--- config.mk ---
export PLATFORM = sky130hd
export DESIGN_NAME = seq_nonrestoring_divider
export DESIGN_NICKNAME = d
export VERILOG_FILES = /design/src/rtl/seq_nonrestoring_divider.sv
export SDC_FILE = /design/constraint.sdc
export NUM_CORES = 1
export LEC_CHECK = 0
export BUFFER_PORTS_ARGS = -buffer_cell sky130_fd_sc_hd__clkbuf_2
export CORE_MARGIN = 2
export CORE_UTILIZATION = 30
export CTS_CLUSTER_DIAMETER = 80
export CTS_CLUSTER_SIZE = 16
export DETAILED_ROUTE_END_ITERATION = 8
export PLACE_DENSITY = 0.51
export SYNTH_ARGS = -nofsm -noshare
export SYNTH_HDL_FRONTEND = slang
export SYNTH_SLANG_ARGS = --single-unit
--- constraint.sdc ---
create_clock -name clk -period 2.29 [get_ports clk]
set_input_delay 0.458 -clock clk [delete_from_list [all_inputs] [get_ports clk]]
set_output_delay 0.458 -clock clk [all_outputs]
set_load 0.01 [all_outputs]
--- src/rtl/seq_nonrestoring_divider.sv ---
// seq_nonrestoring_divider: multi-cycle non-restoring divider retiring one quotient bit per clock.
// Define SEQ_DIV_SIGNED_EN to add the signed_op port and truncating two's complement division.
module seq_nonrestoring_divider #(
    parameter int WIDTH = 8
) (
    input  logic             clk,
    input  logic             rst,
    input  logic             start,
`ifdef SEQ_DIV_SIGNED_EN
    input  logic             signed_op,
`endif
    input  logic [WIDTH-1:0] dividend,
    input  logic [WIDTH-1:0] divisor,
    output logic             busy,
    output logic             done,
    output logic [WIDTH-1:0] quotient,
    output logic [WIDTH-1:0] remainder,
    output logic             div_by_zero
);

    localparam int CNT_W = $clog2(WIDTH + 1);

    typedef enum logic [1:0] {
        S_IDLE,
        S_RUN,
        S_FIX,
        S_DONE
    } state_t;

    state_t           state_q, state_d;
    logic [WIDTH:0]   a_q, a_d;
    logic [WIDTH-1:0] q_q, q_d;
    logic [WIDTH:0]   m_q, m_d;
    logic [CNT_W-1:0] cnt_q, cnt_d;
    logic             dz_q, dz_d;
    logic [WIDTH-1:0] dvd_q, dvd_d;
    logic             q_neg_q, q_neg_d;
    logic             r_neg_q, r_neg_d;
    logic             busy_q, busy_d;
    logic             done_q, done_d;
    logic [WIDTH-1:0] quo_q, quo_d;
    logic [WIDTH-1:0] rem_q, rem_d;
    logic             dbz_q, dbz_d;

    logic             dvd_neg, dvs_neg;
    logic [WIDTH-1:0] dvd_mag, dvs_mag;
    logic [WIDTH:0]   a_sh, a_new;
    logic [WIDTH-1:0] r_mag;

    // In signed mode the core only ever sees magnitudes; signs are reapplied on completion.
    always_comb begin
`ifdef SEQ_DIV_SIGNED_EN
        dvd_neg = signed_op & dividend[WIDTH-1];
        dvs_neg = signed_op & divisor[WIDTH-1];
`else
        dvd_neg = 1'b0;
        dvs_neg = 1'b0;
`endif
        dvd_mag = dvd_neg ? (~dividend + 1'b1) : dividend;
        dvs_mag = dvs_neg ? (~divisor + 1'b1) : divisor;
    end

    always_comb begin
        state_d = state_q;
        a_d     = a_q;
        q_d     = q_q;
        m_d     = m_q;
        cnt_d   = cnt_q;
        dz_d    = dz_q;
        dvd_d   = dvd_q;
        q_neg_d = q_neg_q;
        r_neg_d = r_neg_q;
        busy_d  = busy_q;
        done_d  = 1'b0;
        quo_d   = quo_q;
        rem_d   = rem_q;
        dbz_d   = dbz_q;
        a_sh    = {a_q[WIDTH-1:0], q_q[WIDTH-1]};
        a_new   = a_q[WIDTH] ? (a_sh + m_q) : (a_sh - m_q);
        r_mag   = a_q[WIDTH-1:0];

        case (state_q)
            S_IDLE: begin
                if (start) begin
                    a_d     = '0;
                    q_d     = dvd_mag;
                    m_d     = {1'b0, dvs_mag};
                    cnt_d   = CNT_W'(WIDTH);
                    dz_d    = (divisor == '0);
                    dvd_d   = dividend;
                    q_neg_d = dvd_neg ^ dvs_neg;
                    r_neg_d = dvd_neg;
                    busy_d  = 1'b1;
                    state_d = S_RUN;
                end
            end
            S_RUN: begin
                a_d   = a_new;
                q_d   = {q_q[WIDTH-2:0], ~a_new[WIDTH]};
                cnt_d = cnt_q - 1'b1;
                if (cnt_q == CNT_W'(1)) begin
                    state_d = S_FIX;
                end
            end
            S_FIX: begin
                // A negative partial remainder is one divisor short of the true remainder.
                if (a_q[WIDTH]) begin
                    a_d = a_q + m_q;
                end
                busy_d  = 1'b0;
                state_d = S_DONE;
            end
            S_DONE: begin
                if (dz_q) begin
                    quo_d = '1;
                    rem_d = dvd_q;
                end else begin
                    quo_d = q_neg_q ? (~q_q + 1'b1) : q_q;
                    rem_d = r_neg_q ? (~r_mag + 1'b1) : r_mag;
                end
                dbz_d   = dz_q;
                done_d  = 1'b1;
                state_d = S_IDLE;
            end
            default: state_d = S_IDLE;
        endcase
    end

    always_ff @(posedge clk) begin
        if (rst) begin
            state_q <= S_IDLE;
            a_q     <= '0;
            q_q     <= '0;
            m_q     <= '0;
            cnt_q   <= '0;
            dz_q    <= 1'b0;
            dvd_q   <= '0;
            q_neg_q <= 1'b0;
            r_neg_q <= 1'b0;
            busy_q  <= 1'b0;
            done_q  <= 1'b0;
            quo_q   <= '0;
            rem_q   <= '0;
            dbz_q   <= 1'b0;
        end else begin
            state_q <= state_d;
            a_q     <= a_d;
            q_q     <= q_d;
            m_q     <= m_d;
            cnt_q   <= cnt_d;
            dz_q    <= dz_d;
            dvd_q   <= dvd_d;
            q_neg_q <= q_neg_d;
            r_neg_q <= r_neg_d;
            busy_q  <= busy_d;
            done_q  <= done_d;
            quo_q   <= quo_d;
            rem_q   <= rem_d;
            dbz_q   <= dbz_d;
        end
    end

    assign busy        = busy_q;
    assign done        = done_q;
    assign quotient    = quo_q;
    assign remainder   = rem_q;
    assign div_by_zero = dbz_q;

endmodule
* Yosys cells after proc, flatten, opt, wreduce, memory -nomap -nowiden
Cells that the tools add are included. Widths: inputs -> output; s select.
Word-level totals: register bits 59, ROM bits 0, logic and storage cells 52, bits in latches 0, bits of input ports 19, memory bits (writable) 0, memories kept 0
Operators by class: mux-type cells 16, $mul 0, $add $sub $neg 4, eq/ne operators 7, magnitude comparators 0, reductions and logical operators 11, bitwise gates (word level) 1, shifts and indexed selects 0, div/mod/pow operators 0
Operators by type and width (count):
- $mux 9 | 3
- $pmux 9 s3 | 1
- $mux 8 | 3
- $add 9x8->9 | 2
- $pmux 8 s2 | 1
- $reduce_and 2->1 | 5
- $sub 9x8->9 | 1
- $logic_not 8->1 | 1
- $pmux 2 s4 | 1
- $pmux 4 s2 | 1
- $ne 2x2->1 const B | 3
- $eq 2x2->1 const B | 2
- $eq 4x1->1 const B | 1
- $mux 2 | 2
- $mux 4 | 1
- $reduce_bool 2->1 | 2
- $sub 4x1->4 const B | 1
- $reduce_and 3->1 | 1
- $reduce_bool 3->1 | 1
- $eq 2x1->1 const B | 1
- $logic_not 2->1 | 1
- $mux 1 | 2
- $pmux 1 s2 | 1
- $not 1->1 | 1

* Depth between registers and ports, before layout
Gate-level depths: netlist (run 1).
word-level depth 4, gate-level depth with buffers 10

* Worst setup path before layout (run 1)
No wires, ideal clock.
path type flip-flop to flip-flop, start register a_q[8], end register a_q[7], setup slack -46 ps, arrival 2214 ps, library setup time 122 ps, cell stages (with the launch flop) 9, cell sequence dfxtp_1 > clkbuf_1 > mux2_2 > ha_1 > a211oi_2 > o211ai_1 > a31oi_1 > mux2i_1 > a221o_1
Between the ends: longest elaborated chain between the ends 2, elaborated cells between the ends (all ways) 4, those cells by class eq/ne: 1; mux: 2; reduce/logical: 1
RTL lines:
- start: declaration | line 31 | logic [WIDTH:0] a_q, a_d;
- start signal: assignment | line 132 | a_q <= '0;
- start signal: assignment | line 147 | a_q <= a_d;
- $mux 9 or $ne 2x2->1 (tied branches)
- $pmux 9 s3 or $reduce_and 3->1 (tied branches)
Several ways; a longest one is shown, not always the timed one. A chain may end at the register's enable or synchronous reset.

* Worst setup path in the final report (run 1)
start register m_q[0], end register a_q[7]
Between the ends: longest elaborated chain between the ends 3, elaborated cells between the ends (all ways) 6, those cells by class add/sub: 3; mux: 3
RTL lines:
- start: declaration | line 33 | logic [WIDTH:0] m_q, m_d;
- start signal: assignment | line 149 | m_q <= m_d;
- $add 9x8->9, or another cell as far along | line 108 | a_d = a_q + m_q;
- $mux 9 (on tied branches) | line 107, 79
- $pmux 9 s3 * | line 82 | case (state_q)
Every way passes the cells marked *; elsewhere a longest branch is shown, timed or not. The select of a mux whose other input is x is not followed.

==> summary.md, run 1 <==
| Metric | Value |
|---|---|
| Final Non-Filler Cells | `595` |
| RD Place Congestion | `0.849` |
| Predominant post-synthesis flop cell | `dfxtp_1` |
| Final setup vio count | `0` |
| Crit path max fanout | `3` |
| Die width | `109 um` |
| Share of the synthesized area in the top cell type | `36.0%` |
| Post-synthesis compound-gate area fraction | `21.3%` |
| Synth top cells by count | `dfxtp_1 (59), nor2_1 (49), nand2_1 (47)` |
| Routed wire length | `8820 um` |
| Register area | `1190 sq um` |
| Outcome | `completed` |
| Avg Cell Area, Syn | `8.27 sq um` |
| First-pass GRT wire length | `14000 um` |
| Routed len/inst | `14.8 um` |
| CTS tree | `yes` |
| I/O pin total | `38` |
| Nets | `494` |
| Top post-synthesis cells by area | `dfxtp_1 (36%), ha_1 (8.8%), mux2i_1 (5.8%), nor2_1 (5.6%), a211oi_1 (5.5%)` |
| Clock root buffer | `clkbuf_8` |
| Core area | `10700 sq um` |
| Post-synth EDFFs | `0` |
| Synthesized area | `3280 sq um` |
| Vias | `2970` |
| DIE AREA | `11800 sq um` |
| Most common cell in the netlist | `dfxtp_1` |
| CTS Hold Bufs | `0` |
| Vias in the first global route | `2727` |
| FILL cells | `1118` |
| Final Cell Area | `4100 sq um` |
| Netlist cell types | `46` |
| Vias per cell | `4.99` |
| Skew final | `0.00712 ns` |
| Buffers on Ports | `37` |
| N_diodes | `0` |
| Total CTS buffers | `9` |
| Clock Path Buffers | `2` |
| Upper clock frequency limit | `446 MHz` |
| Cell Area, Placed | `3700 sq um` |
| Clock slew at reported path FFs | `0.07 ns` |
| Synth-to-Final Area Change | `24.8%` |
| Initial antenna violation count | `0` |
| Simple-gate share of the synthesized area | `17.6%` |
| Power Density | `1150 nW/um^2` |
| Worst slew margin | `69.0%` |
| Yosys Warn Count | `0` |
| Worst setup SP type | `flop` |
| Sequential share of the synthesized area | `36.0%` |
| Yosys reg bits | `59` |
| DP HPWL | `6630 um` |
| Yosys top cell by area | `dfxtp_1` |
| Ys async rst share | `0%` |
| Largest family of logic cells by synthesized area | `compound AO/OA/AOI/OAI gates` |
| Worst Hold Class | `in2reg` |
| Leakage power | `1.66 nW` |
| Slew Viols, Final | `0` |
| Minimum clock period | `2.24 ns` |
| Syn nets | `441` |
| Slew @ Worst Pin | `0.460 ns` |
| Initial core utilization | `30.6%` |
| Clock H-tree levels | `3` |
| Total global routing overflow | `0` |
| Max-cap viol count | `0` |
| Iteration-0 DRC Markers | `214` |
| Drc violations | `0` |
| Worst setup EP type | `flop` |
| Critical Path AT | `2.46 ns` |
| Final Power | `4.71 mW` |
| Clk_lat worst skew | `0.33 ns` |
| GRT Util Overall | `15.3%` |
| Proportion of synthesized area in mux cells | `6.14%` |
| Largest net degree at the start of global routing | `40` |
| CTS sink count | `59` |
| Critical path class | `reg2reg` |
| Final period util | `98.0%` |
| Req. time, crit path | `2.51 ns` |
| RSZ-0062 raised after global routing | `yes` |
| Xor-xnor portion of the synthesized cell area | `4.00%` |
| Adder-cell share of the synthesized area | `9.98%` |
| Pre-antenna DRT Iters | `4` |
| Cells after Synth | `397` |
| Area of the multi-input gates | `2030 sq um` |
| Fin util | `38.1%` |
| Placed cell count | `573` |
| Site Rows | `38` |
| Peak VDD IR | `384 uV` |
| Fraction of layout cells with a size suffix above 1 | `22.6%` |
| Antenna violation net count after detailed routing | `0` |
| Die Ht | `109 um` |
| Hold Fails Final Rpt | `0` |
==> layout by cell type, fill, tap and decap left out, types with 3 or more instances in the layout <==
cell       count
a211oi_1      24
a21oi_1       29
a21oi_2        3
a31oi_1        6
buf_4         26
bufinv_16      3
clkbuf_2      37
clkbuf_8      10
dfxtp_1       55
dfxtp_2        3
ha_1          21
inv_1         18
mux2i_1       19
nand2_1       47
nand2b_1       4
nand3_1        9
nor2_1        48
nor2b_1        3
nor3_1         5
o211ai_1       5
o21a_1         4
o21ai_0        5
o21ai_1        5
o22ai_1        4
o32ai_1        3
xnor2_1        4
xor2_1        11
==> where the power goes <==
part	internal, mW	total [mW]	switching (mW)
Clock	0.755	1.19	0.439
Combinational	0.909	2.08	1.17
Sequential	1.25	1.44	0.195
==> layer usage <==
| metal | GRT usage (%) | share of wire (%) |
|---|---|---|
| met3 | 3.23 | 3.6 |
| met1 | 21.7 | 50 |
| met5 | 0 | 0 |
| met4 | 5.04 | 1.3 |
| met2 | 23.2 | 45 |
==> worst max-delay path: stages, from the launching register on <==
cell and delay (ns):
dfxtp_2 0.32, inv_1 0.11, ha_4 0.21, mux2_4 0.29
ha_4 0.23, a211oi_4 0.26, o211ai_1 0.12, a31oi_2 0.21
mux2i_1 0.11, a221o_1 0.27
==> stage by stage <==
step                TNS, ns  hold slack (ns)  setup slack (ns)
CTS                       0            0.343           0.00865
floorplan                 0            0.436           0.00829
global placement          0            0.442           0.00379
detailed placement  -0.0153            0.448           -0.0153
global route        -0.0518            0.360           -0.0475
finish                    0            0.352            0.0456
==> flip-flops by register name, summed over array words and instances, names as in the netlist, 2 cells and up <==
register   cells
a_q            9
dvd_q          8
m_q            8
q_q            8
quotient       8
remainder      8
cnt_q          4
state_q        2
==> timing repair <==
action,in CTS,in global routing
gates resized for setup,6,19
buffers inserted,0,6
pin swaps,3,13
setup endpoints to repair,1,5
==> worst paths after layout <==
kind / start / to / slack [ns] / depth (start not counted)
max: m_q[0] / a_q[7] / 0.05 / 9
min: divisor[0] / m_q[0] / 0.35 / 3
max reg2reg: m_q[0] / a_q[7] / 0.05 / 9
min reg2reg: dvd_q[4] / dvd_q[4] / 0.46 / 2
==> logic make-up (layout without fill, tap and decap cells) <==
kind of cell | Yosys count | in the layout
AND/OR/NAND/NOR | 131 | 131
multiplexers | 20 | 20
XOR/XNOR | 15 | 15
buffers and inverters | 41 | 99
adder cells (fa/ha/maj) | 25 | 25
flip-flops | 59 | 59
AO/OA/AOI/OAI | 106 | 106
==> layout make-up <==
class | instances | area share [%]
clock inverters | 6 | 2.72
clock buffers | 10 | 3.36
well taps | 140 | 4.27
flip-flops and latches | 59 | 29.0
multi-input cells | 297 | 49.5
inverters | 20 | 1.83
repair buffers | 63 | 9.28
(Power assumes the default switching activity.)
==> run 2: changes to the inputs <==
PLACE_DENSITY = default   (was 0.51)
PLACE_DENSITY_LB_ADDON = 0.3   (was default)
==> summary.md, run 2 (synthesized netlist as in run 1, its figures left out) <==
| Metric | Value |
|---|---|
| Area of the multi-input gates | `2020 sq um` |
| Leading cell type in the layout, fill and taps excluded | `dfxtp_1` |
| Cell Area, Placed | `3700 sq um` |
| Reg with most FFs | `a_q` |
| N_diodes | `0` |
| Setup tns final | `0 ns` |
| Outcome | `completed` |
| Smallest setup slack after layout | `0.0524 ns` |
| Upper clock frequency limit | `447 MHz` |
| Most frequent cells in the layout | `dfxtp_1 (52), nor2_1 (48), nand2_1 (47), clkbuf_2 (37), a21oi_1 (30)` |
| Clk_lat worst skew | `0.33 ns` |
| Pre-antenna DRT Iters | `4` |
| CTS sink count | `59` |
| I/O pin total | `38` |
| Routed wire length | `8590 um` |
| Peak VDD IR | `409 uV` |
| Synth-to-Final Area Change | `23.2%` |
| Slowest CP cell | `nor4_4` |
| Site Rows | `38` |
| Skew final | `0.00378 ns` |
| Max FFs per register | `9` |
| GRT Util Overall | `15.2%` |
| Final period util | `97.7%` |
| Iteration-0 DRC Markers | `127` |
| Leakage power | `1.63 nW` |
| Crit path largest cell delay | `0.39 ns` |
| Crit-path leading delay family | `compound AO/OA/AOI/OAI gates` |
| Final Power | `4.61 mW` |
| Pre-CTS setup slack | `-0.0172 ns` |
| Final Cell Area | `4050 sq um` |
| Vias per cell | `5.01` |
| Critical Path AT | `2.46 ns` |
| Critical path, cell by cell | `nor4_4 -> a21oi_2 -> xor2_1 -> ha_1 -> a21oi_1 -> o21ai_1 -> a31oi_2 -> xnor2_2 -> a41o_1` |
| CTS Hold Bufs | `0` |
| Slew Viols, Final | `0` |
| DIE AREA | `11800 sq um` |
| Register area | `1190 sq um` |
| Die Ht | `109 um` |
| RSZ-0062 raised after global routing | `yes` |
| Worst setup SP type | `flop` |
| CTS tree | `yes` |
| Largest net degree at the start of global routing | `58` |
| Die width | `109 um` |
| Worst Hold Class | `in2reg` |
| Antenna violation net count after detailed routing | `0` |
| Buffers on Ports | `37` |
| Routed len/inst | `14.6 um` |
| Hold Fails Final Rpt | `0` |
| Initial antenna violation count | `0` |
| Power Density | `1140 nW/um^2` |
| Req. time, crit path | `2.52 ns` |
| Max-cap viol count | `0` |
| Total global routing overflow | `0` |
| Crit path max fanout | `6` |
| Worst Path Buf+Inv | `0` |
| Clock slew at reported path FFs | `0.07 ns` |
| Final setup vio count | `0` |
| First-pass GRT wire length | `13800 um` |
| Fin util | `37.6%` |
| Minimum clock period | `2.24 ns` |
| Slew @ Worst Pin | `0.802 ns` |
| Clock root buffer | `clkbuf_8` |
| Placed cell count | `572` |
| Nets | `488` |
| Worst setup EP type | `flop` |
| Total CTS buffers | `9` |
| Clock Path Buffers | `2` |
| Initial core utilization | `30.6%` |
| Fraction of layout cells with a size suffix above 1 | `22.5%` |
| Vias | `2949` |
| Critical path class | `reg2reg` |
| Core area | `10700 sq um` |
| Vias in the first global route | `2727` |
| Clock H-tree levels | `3` |
| FILL cells | `1142` |
| RD Place Congestion | `0.924` |
| DP HPWL | `6380 um` |
| Hold WS | `0.349 ns` |
| Final Non-Filler Cells | `589` |
| Drc violations | `0` |
| Worst slew margin | `46.4%` |
==> run 2: cell types whose count changed in the layout (fill, tap and decap cells not counted), sizes merged <==
cell,change
buf,-6
==> run 2: worst paths after layout <==
kind	end	cells past startpoint	slack, ns	start
min	m_q[1]	3	0.35	divisor[1]
max reg2reg	q_q[0]	9	0.05	m_q[2]
max	q_q[0]	9	0.05	m_q[2]
min reg2reg	dvd_q[0]	2	0.46	dvd_q[0]
==> run 2: routing by layer <==
metal	part of all wire [%]	global-route usage (%)	up-vias
met5	0	0	-
met4	1.7	5.31	0
met3	4.1	3.29	13
met2	47	24.6	56
met1	47	19.9	1374
li1	-	-	1506
==> run 2: area by class of cell <==
class / instances / share of cell area (%)
Clock buffer: 10 / 3.40
Clock inverter: 6 / 2.75
Inverter: 20 / 1.86
Multi-Input combinational cell: 297 / 49.9
Sequential cell: 59 / 29.5
Tap cell: 140 / 4.33
Timing Repair Buffer: 57 / 8.29
==> run 2: report_power, final <==
group | total, mW | switching (mW) | leakage [nW] | internal (mW)
Sequential | 1.45 | 0.197 | 0.484 | 1.25
Combinational | 1.98 | 1.14 | 1.02 | 0.842
Clock | 1.19 | 0.434 | 0.123 | 0.754
==> run 2: repair_timing <==
| action | 4_1_cts | 5_1_grt |
|---|---|---|
| hold endpoints to repair | 0 | 0 |
| pin swaps | 4 | 15 |
| resized for setup | 3 | 22 |
| setup buffers | 0 | 1 |
| endpoints found under the setup margin | 2 | 6 |
==> run 2: worst reg2reg max path: cells and delay by family, from the launching register on <==
| kind | cells | cell delay [ns] |
|---|---|---|
| flip-flops | 1 | 0.37 |
| XOR/XNOR | 2 | 0.25 |
| adder cells (fa/ha/maj) | 1 | 0.37 |
| AO/OA/AOI/OAI | 5 | 0.76 |
| AND/OR/NAND/NOR | 1 | 0.39 |
==> run 3: changes to the inputs <==
CORE_UTILIZATION = 53   (was 30)
==> summary.md, run 3 (synthesized netlist as in run 1, its figures left out) <==
| Metric | Value |
|---|---|
| Vias in the first global route | `2835` |
| Iteration-0 DRC Markers | `163` |
| Max FFs per register | `9` |
| Reg2reg start | `a_q[8]` |
| RSZ-0062 raised after global routing | `yes` |
| Vias per cell | `5.72` |
| Die Ht | `82.7 um` |
| FILL cells | `499` |
| Power Density | `1120 nW/um^2` |
| Largest net degree at the start of global routing | `41` |
| Core area | `5960 sq um` |
| R2r setup slk | `0.04 ns` |
| Crit-path leading delay family | `compound AO/OA/AOI/OAI gates` |
| CTS Hold Bufs | `0` |
| Routed wire length | `8430 um` |
| Die width | `82.7 um` |
| Nets | `493` |
| Peak VDD IR | `620 uV` |
| Register area | `1190 sq um` |
| Worst Path Buf+Inv | `1` |
| Total CTS buffers | `9` |
| Routed len/inst | `15.9 um` |
| First-pass GRT wire length | `13400 um` |
| Pre-CTS setup slack | `-0.116 ns` |
| Minimum clock period | `2.25 ns` |
| Worst setup EP type | `flop` |
| Final period util | `98.4%` |
| R2r worst-path depth | `9` |
| Crit path largest cell delay | `0.37 ns` |
| Clk_lat worst skew | `0.35 ns` |
| Slew Viols, Final | `0` |
| Critical path class | `reg2reg` |
| CTS sink count | `59` |
| Slowest CP cell | `dfxtp_2` |
| Clock H-tree levels | `3` |
| Initial core utilization | `55.1%` |
| Outcome | `completed` |
| Site Rows | `28` |
| Clock root buffer | `clkbuf_8` |
| Synth-to-Final Area Change | `22.1%` |
| Area of the multi-input gates | `2070 sq um` |
| Placed cell count | `508` |
| Worst Hold Class | `in2reg` |
| Pre-antenna DRT Iters | `5` |
| N_diodes | `0` |
| Fraction of layout cells with a size suffix above 1 | `24.2%` |
| Crit path max fanout | `6` |
| DIE AREA | `6840 sq um` |
| Hold path depth | `3` |
| Final Non-Filler Cells | `529` |
| Clock slew at reported path FFs | `0.07 ns` |
| CP dominant cell by count | `a31oi_2` |
| RR Endpoint | `a_q[7]` |
| RD Place Congestion | `0.871` |
| Total global routing overflow | `0` |
| I/O pin total | `38` |
| CTS tree | `yes` |
| Hold Fails Final Rpt | `0` |
| Leading cell type in the layout, fill and taps excluded | `dfxtp_1` |
| Worst slew margin | `48.8%` |
| Buffers on Ports | `37` |
| Skew final | `0.00993 ns` |
| Critical Path AT | `2.50 ns` |
| Slew @ Worst Pin | `0.767 ns` |
| Antenna violation net count after detailed routing | `0` |
| Upper clock frequency limit | `444 MHz` |
| Worst setup SP type | `flop` |
| DP HPWL | `6110 um` |
| Smallest setup slack after layout | `0.0376 ns` |
| Max-cap viol count | `0` |
| Most frequent cells in the layout | `dfxtp_1 (52), nor2_1 (47), nand2_1 (47), clkbuf_2 (37), a21oi_1 (29)` |
| Vias | `3027` |
| Critical path, cell by cell | `buf_4 -> a31oi_2 -> xor2_1 -> ha_1 -> a21oi_2 -> o211ai_1 -> a31oi_2 -> mux2i_1 -> a221o_1` |
| Leakage power | `1.63 nW` |
| Clock Path Buffers | `2` |
| Cell Area, Placed | `3620 sq um` |
| Hold Startpoint | `divisor[4]` |
| Crit path from | `a_q[8]` |
| Drc violations | `0` |
| Final Cell Area | `4010 sq um` |
| Final setup vio count | `0` |
| Reg with most FFs | `a_q` |
| GRT Util Overall | `26.3%` |
| Initial antenna violation count | `0` |
| Worst min-delay path endpoint | `m_q[4]` |
| Req. time, crit path | `2.53 ns` |
## run 3: cell types whose count changed in the layout (fill, tap and decap cells not counted), moves of 2 or more
cell and delta:
clkinv_2 +2, nor3_1 -2, buf_4 +4, bufinv_16 -2
nor3_4 +2
## run 3: final cells by class
cell class	count	share of cell area (%)
multi-input cells	297	51.7
clock inverters	5	1.31
repair buffers	62	9.40
inverters	20	1.87
flip-flops and latches	59	29.8
well taps	75	2.34
clock buffers	11	3.53
## run 3: worst max path at each step
stage                     endpoint  slack [ns]  depth (start not counted)
after detailed placement    a_q[7]       -0.12                          9
after CTS                   a_q[7]        0.01                          9
after global routing        a_q[7]       -0.08                         10
final                       a_q[7]        0.04                          9
after floorplan             a_q[7]       0.008                          9
after global placement      a_q[7]       -0.10                          9
## run 3: worst reg2reg max path, cell delays in order (launching register included)
cell and delay, ns:
dfxtp_2 0.37, buf_4 0.18, a31oi_2 0.17, xor2_1 0.20, ha_1 0.31, a21oi_2 0.18, o211ai_1 0.12, a31oi_2 0.25
mux2i_1 0.11, a221o_1 0.26
## run 3: report_power, final
part	internal, mW	switching, mW	total (mW)
Sequential	1.25	0.202	1.45
Clock	0.526	0.422	0.948
Combinational	0.921	1.18	2.10
## run 3: per-layer routing
metal	up-vias	routed length, um	track usage, %
met5	-	0	0
met4	0	108	8.36
met3	11	306	4.78
met2	74	4120	44.4
met1	1429	3900	34.0
li1	1513	-	-
## run 3: through the flow
stage	hold WS, ns	power, mW	util [%]	TNS, ns
after global routing	0.346	4.79	67.3	-0.115
after global placement	0.441	3.23	60.8	-0.102
after floorplan	0.436	2.77	-	0
final	0.337	4.50	67.3	0
after CTS	0.338	4.26	64.7	0
after detailed placement	0.448	3.27	60.8	-0.120
## run 3: timing repair
item | 4_1_cts | 5_1_grt
resized for setup | 8 | 32
pin swaps | 3 | 19
buffers inserted | 0 | 5
setup endpoints to repair | 2 | 5
